### src/rtl/branch_resolve_ctrl.sv
// ID-stage branch resolution: beq/bne decision, PC redirect, IF/ID flush, hazard stall,
// saturating branch statistics and a sticky watchdog for over-long hazard stalls.
module branch_resolve_ctrl #(
  parameter int unsigned PcW      = 32,
  parameter int unsigned CntW     = 16,
  parameter int unsigned StallMax = 2
) (
  input  logic            clk_i,
  input  logic            rst_ni,
  input  logic            id_valid_i,
  input  logic            id_branch_i,
  input  logic            id_bne_i,
  input  logic [PcW-1:0]  id_pc4_i,
  input  logic [PcW-1:0]  id_imm_i,
  input  logic            hz_ex_load_i,
  input  logic            hz_ex_alu_i,
  input  logic            hz_mem_load_i,
  output logic            cmp_en_o,
  input  logic            cmp_zero_i,
  output logic            stall_o,
  output logic            flush_o,
  output logic            pc_sel_o,
  output logic [PcW-1:0]  pc_target_o,
  output logic [CntW-1:0] taken_cnt_o,
  output logic [CntW-1:0] branch_cnt_o,
  output logic            stall_err_o
);

  localparam int unsigned ScntW = $clog2(StallMax + 2);
  localparam logic [ScntW-1:0] ScntLimit = ScntW'(StallMax);

  typedef enum logic [0:0] {StIdle, StWait} state_e;

  state_e           state_q, state_d;
  logic [ScntW-1:0] scnt_q, scnt_d;
  logic [CntW-1:0]  taken_cnt_q, branch_cnt_q;
  logic             stall_err_q;

  logic br, hz, resolve, taken, err_set, stall_raw;

  assign br = id_valid_i & id_branch_i;
  assign hz = hz_ex_load_i | hz_ex_alu_i | hz_mem_load_i;

  always_comb begin
    state_d   = state_q;
    scnt_d    = scnt_q;
    resolve   = 1'b0;
    stall_raw = 1'b0;
    err_set   = 1'b0;
    unique case (state_q)
      StIdle: begin
        if (br && hz) begin
          stall_raw = 1'b1;
          scnt_d    = ScntW'(1);
          state_d   = StWait;
        end else if (br) begin
          resolve = 1'b1;
        end
      end
      StWait: begin
        if (!br) begin
          scnt_d  = '0;
          state_d = StIdle;
        end else if (hz) begin
          stall_raw = 1'b1;
          if (scnt_q != '1) scnt_d = scnt_q + ScntW'(1);
          if (scnt_q == ScntLimit) err_set = 1'b1;
        end else begin
          resolve = 1'b1;
          scnt_d  = '0;
          state_d = StIdle;
        end
      end
      default: state_d = StIdle;
    endcase
  end

  assign taken = resolve & (cmp_zero_i ^ id_bne_i);

  // Control outputs are held low for the whole reset cycle, whatever the state.
  assign cmp_en_o = rst_ni & resolve;
  assign stall_o  = rst_ni & stall_raw;
  assign pc_sel_o = rst_ni & taken;
  assign flush_o  = rst_ni & taken;

  assign pc_target_o = id_pc4_i + {id_imm_i[PcW-3:0], 2'b00};

  always_ff @(posedge clk_i) begin
    if (!rst_ni) begin
      state_q      <= StIdle;
      scnt_q       <= '0;
      taken_cnt_q  <= '0;
      branch_cnt_q <= '0;
      stall_err_q  <= 1'b0;
    end else begin
      state_q <= state_d;
      scnt_q  <= scnt_d;
      if (resolve && branch_cnt_q != '1) branch_cnt_q <= branch_cnt_q + CntW'(1);
      if (taken && taken_cnt_q != '1) taken_cnt_q <= taken_cnt_q + CntW'(1);
      if (err_set) stall_err_q <= 1'b1;
    end
  end

  assign taken_cnt_o  = taken_cnt_q;
  assign branch_cnt_o = branch_cnt_q;
  assign stall_err_o  = stall_err_q;

endmodule
### config.mk
export PLATFORM = sky130hd
export DESIGN_NAME = branch_resolve_ctrl
export DESIGN_NICKNAME = d
export VERILOG_FILES = /design/src/rtl/branch_resolve_ctrl.sv
export SDC_FILE = /design/constraint.sdc
export NUM_CORES = 1
export LEC_CHECK = 0
export ABC_AREA = 1
export CORE_MARGIN = 8
export CORE_UTILIZATION = 51
export CTS_BUF_LIST = sky130_fd_sc_hd__clkbuf_16
export CTS_CLUSTER_SIZE = 12
export DETAILED_ROUTE_END_ITERATION = 7
export GPL_ROUTABILITY_DRIVEN = 0
export GPL_TIMING_DRIVEN = 0
export PLACE_DENSITY = 0.88
export REMOVE_ABC_BUFFERS = 1
export SYNTH_ARGS = -nofsm -noshare
export SYNTH_HDL_FRONTEND = slang
export SYNTH_SLANG_ARGS = --single-unit
### constraint.sdc
create_clock -name clk_i -period 5.2 [get_ports clk_i]
set_clock_uncertainty 0.1 [all_clocks]
set_input_delay 1.04 -clock clk_i [delete_from_list [all_inputs] [get_ports clk_i]]
set_output_delay 1.04 -clock clk_i [all_outputs]
set_load 0.005 [all_outputs]
==> summary.txt, run 1 <==
Status: complete, no violations
Mux contribution to synthesized area: 0%
Worst-margin pin slew: 1.141 ns
Post-Route M1 WL: 5580 um
Overflow after GRT: 0
Final Core Density: 71.22%
Max-Cap Viols: 0
Pleak: 2.847 nW
Routed met3 length: 962 um
Pre-Repair DR Iteration Count: 5
Maximum operating frequency: 0.2081 GHz
First-pass GRT wire length: 22950 um
Seq/Total Area, Yosys: 16.73%
Mapped Cells: 773
Period minus WS final: 4.805 ns
Compound-Gate Fraction of Synth Area: 8.890%
Final hold vios: 0
Critical path launch point type: input pin
Ys async rst share: 0%
Worst-Skew Late Latency: 0.28 ns
Hold Path Sink: scnt_q[1]
Row Count: 33
Post-CTS setup buffers: 0
Vias/cell: 5.161
Worst reg2reg setup slack: 3.26 ns
CTS tree: built
HP Class: reg2reg
H-tree Lvls: 2
Die Y: 107.9 um
Number of global-route vias before repair: 5067
RSZ-0062 raised after global routing: no
Crit Path Class: in2out
Critical Path RT: 4.06 ns
Maximum vdd drop: 0.2331 mV
Met2 Wirelength: 6936 um
Max-slew headroom: 23.84%
Layout net count: 1012
Ranking of synthesized cells by area: nand2_1 (26%), dfxtp_1 (17%), inv_1 (12%)
Total CTS buffers: 5
WHS: 0.4003 ns
Initial Utilization: 52.41%
XOR/XNOR Fraction of Synth Area: 5.491%
Post-CTS sizing: 0
Die Wd: 107.9 um
N_diodes: 0
Hold_sp: scnt_q[1]
Synth Flop Type: dfxtp_1
Via count: 5218
Top-level I/O count: 142
Antenna Violating Nets Remaining: 0
Yosys warns: 0
GRT Util Overall: 23.47%
Period Utilization, post-route: 92.40%
Hold Path Cell Cnt: 2
Hold Buf Count CTS: 0
Cell variety after synth: 33
Fin Setup TNS: 0 ns
Die area: 11640 sq um
Max Used Layer: met4
Root Driver: clkbuf_16
Multi-input logic area: 2992 sq um
Core ar.: 8217 sq um
Routed WL: 13790 um
Dpl cells: 1003
Clock Pin Slew Worst Setup and Hold Paths: 0.06 ns
FF-to-FF path depth: 8
Post-Synth Simple-Gate Area: 45.03%
Sink Count: 36
WL/cell: 13.64 um
Area Overhead vs Synth: 35.88%
Layout cell share with drive strength beyond 1: 3.422%
Power density over the cells: 168.0 nW/um^2
Drt first-iter violations: 256
Post-DP HPWL: 11400 um
CP endpoint kind: output pin
Post-synth EDFFs: 0
Max FO, Critical Path: 4
Post-route insts no fill: 1011
Crit path arrival time: 3.66 ns
Final setup vio count: 0
Remaining DRCs: 0
Largest net degree at the start of global routing: 31
Mapped Area: 4307 sq um
Initial antenna violation count: 0
Cell type with the largest total area after synthesis: nand2_1
Synth top area share: 26.32%
Mean Syn Cell Area: 5.571 sq um
Most frequent cells in the layout: nand2_1 (302), inv_1 (136), clkdlybuf4s50_1 (135), nor2_1 (70), nand3_1 (42)
IO Port Bufs: 135
#FFs+latches synth: 36
Longest Clk Path Bufs: 2
RR Startpoint: taken_cnt_o[0]
Most common cell after layout, fill and taps aside: nand2_1
Largest family of logic cells by synthesized area: simple AND/OR/NAND/NOR gates
Sequential standard cell area: 720.7 sq um
Reg2Reg Capture Point: taken_cnt_o[14]
Fraction of the mapped netlist area in adder cells: 10.05%
Max Slew Vio Count: 0
Fillers: 701
where the power goes:
part | internal (mW) | total, mW | switching [mW]
Sequential | 0.277 | 0.278 | 0.00132
Clock | 0.174 | 0.287 | 0.113
Combinational | 0.206 | 0.417 | 0.212
flip-flops by register name (all words and copies together), names as in the netlist:
| signal | cells |
|---|---|
| scnt_q | 2 |
| taken_cnt_o | 16 |
| state_q | 1 |
| stall_err_o | 1 |
| branch_cnt_o | 16 |
cell type report:
class                           count  area share [%]
Multi-Input combinational cell    590           51.12
Timing Repair Buffer              135           23.09
Sequential cell                    36           12.32
Inverter                          137           8.830
Tap cell                          105           2.245
Clock buffer                        5           2.138
Clock inverter                      3          0.2566
cell families after synthesis:
group / count (synthesis)
adder cells (fa/ha/maj): 34
XOR/XNOR: 27
buffers and inverters: 147
flip-flops: 36
AO/OA/AOI/OAI: 65
AND/OR/NAND/NOR: 464
per-stage QoR:
step	worst slack, ns	power, mW	area [sq um]
floorplan	1.673	0.4906	4229
finish	0.3950	0.9831	5852
global placement	0.5179	0.6862	5712
detailed placement	0.4380	0.6968	5712
global route	0.2329	1.039	5852
CTS	0.4333	0.9857	5852
cells in the mapped netlist (2+ instances only):
| cell | number |
|---|---|
| a21oi_2 | 10 |
| dfxtp_1 | 36 |
| buf_6 | 2 |
| o21ai_0 | 9 |
| nor2_1 | 70 |
| ha_1 | 33 |
| buf_4 | 3 |
| nand2_1 | 302 |
| nor2_4 | 2 |
| buf_2 | 2 |
| nand2_4 | 2 |
| xor2_1 | 23 |
| nand3_2 | 2 |
| nand4_1 | 16 |
| o21bai_1 | 5 |
| xnor2_1 | 4 |
| inv_1 | 135 |
| nand3b_1 | 2 |
| a21oi_1 | 39 |
| nand3_1 | 42 |
| nor3_1 | 19 |
| nand2_2 | 4 |
per-layer routing:
layer  up-vias  global-route usage, %
li1       2659                      -
met1      2343                  26.20
met2       195                  43.42
met3        21                  4.072
met4         0                  8.028
met5         -                      0
how the worst max path moves through the flow:
stage	end	cells past startpoint	slack [ns]	startpoint
after CTS	pc_target_o[18]	13	0.43	id_imm_i[0]
after detailed placement	pc_target_o[18]	13	0.44	id_imm_i[0]
after global placement	pc_target_o[18]	13	0.52	id_pc4_i[2]
final	pc_target_o[18]	13	0.40	id_imm_i[0]
after floorplan	pc_target_o[18]	11	1.67	id_pc4_i[2]
after global routing	pc_target_o[18]	13	0.23	id_imm_i[0]
worst max-delay path, cell delays in order:
cell and delay (ns):
clkdlybuf4s50_1 0.47, ha_1 0.21, inv_1 0.07, fa_1 0.41, inv_1 0.12, nand3_1 0.09
nand3_1 0.17, nand2_1 0.07, nand2_1 0.13, nand3_1 0.09, nand2_1 0.10, xor2_1 0.17
clkdlybuf4s50_1 0.53
Note: power is estimated with default switching activity, not from simulation.
==> run 2, diff against run 1 <==
SETUP_SLACK_MARGIN = 0.15   (was default)
==> results of run 2 <==
No change in the layout: final DEF, timing and power equal those of run 1.
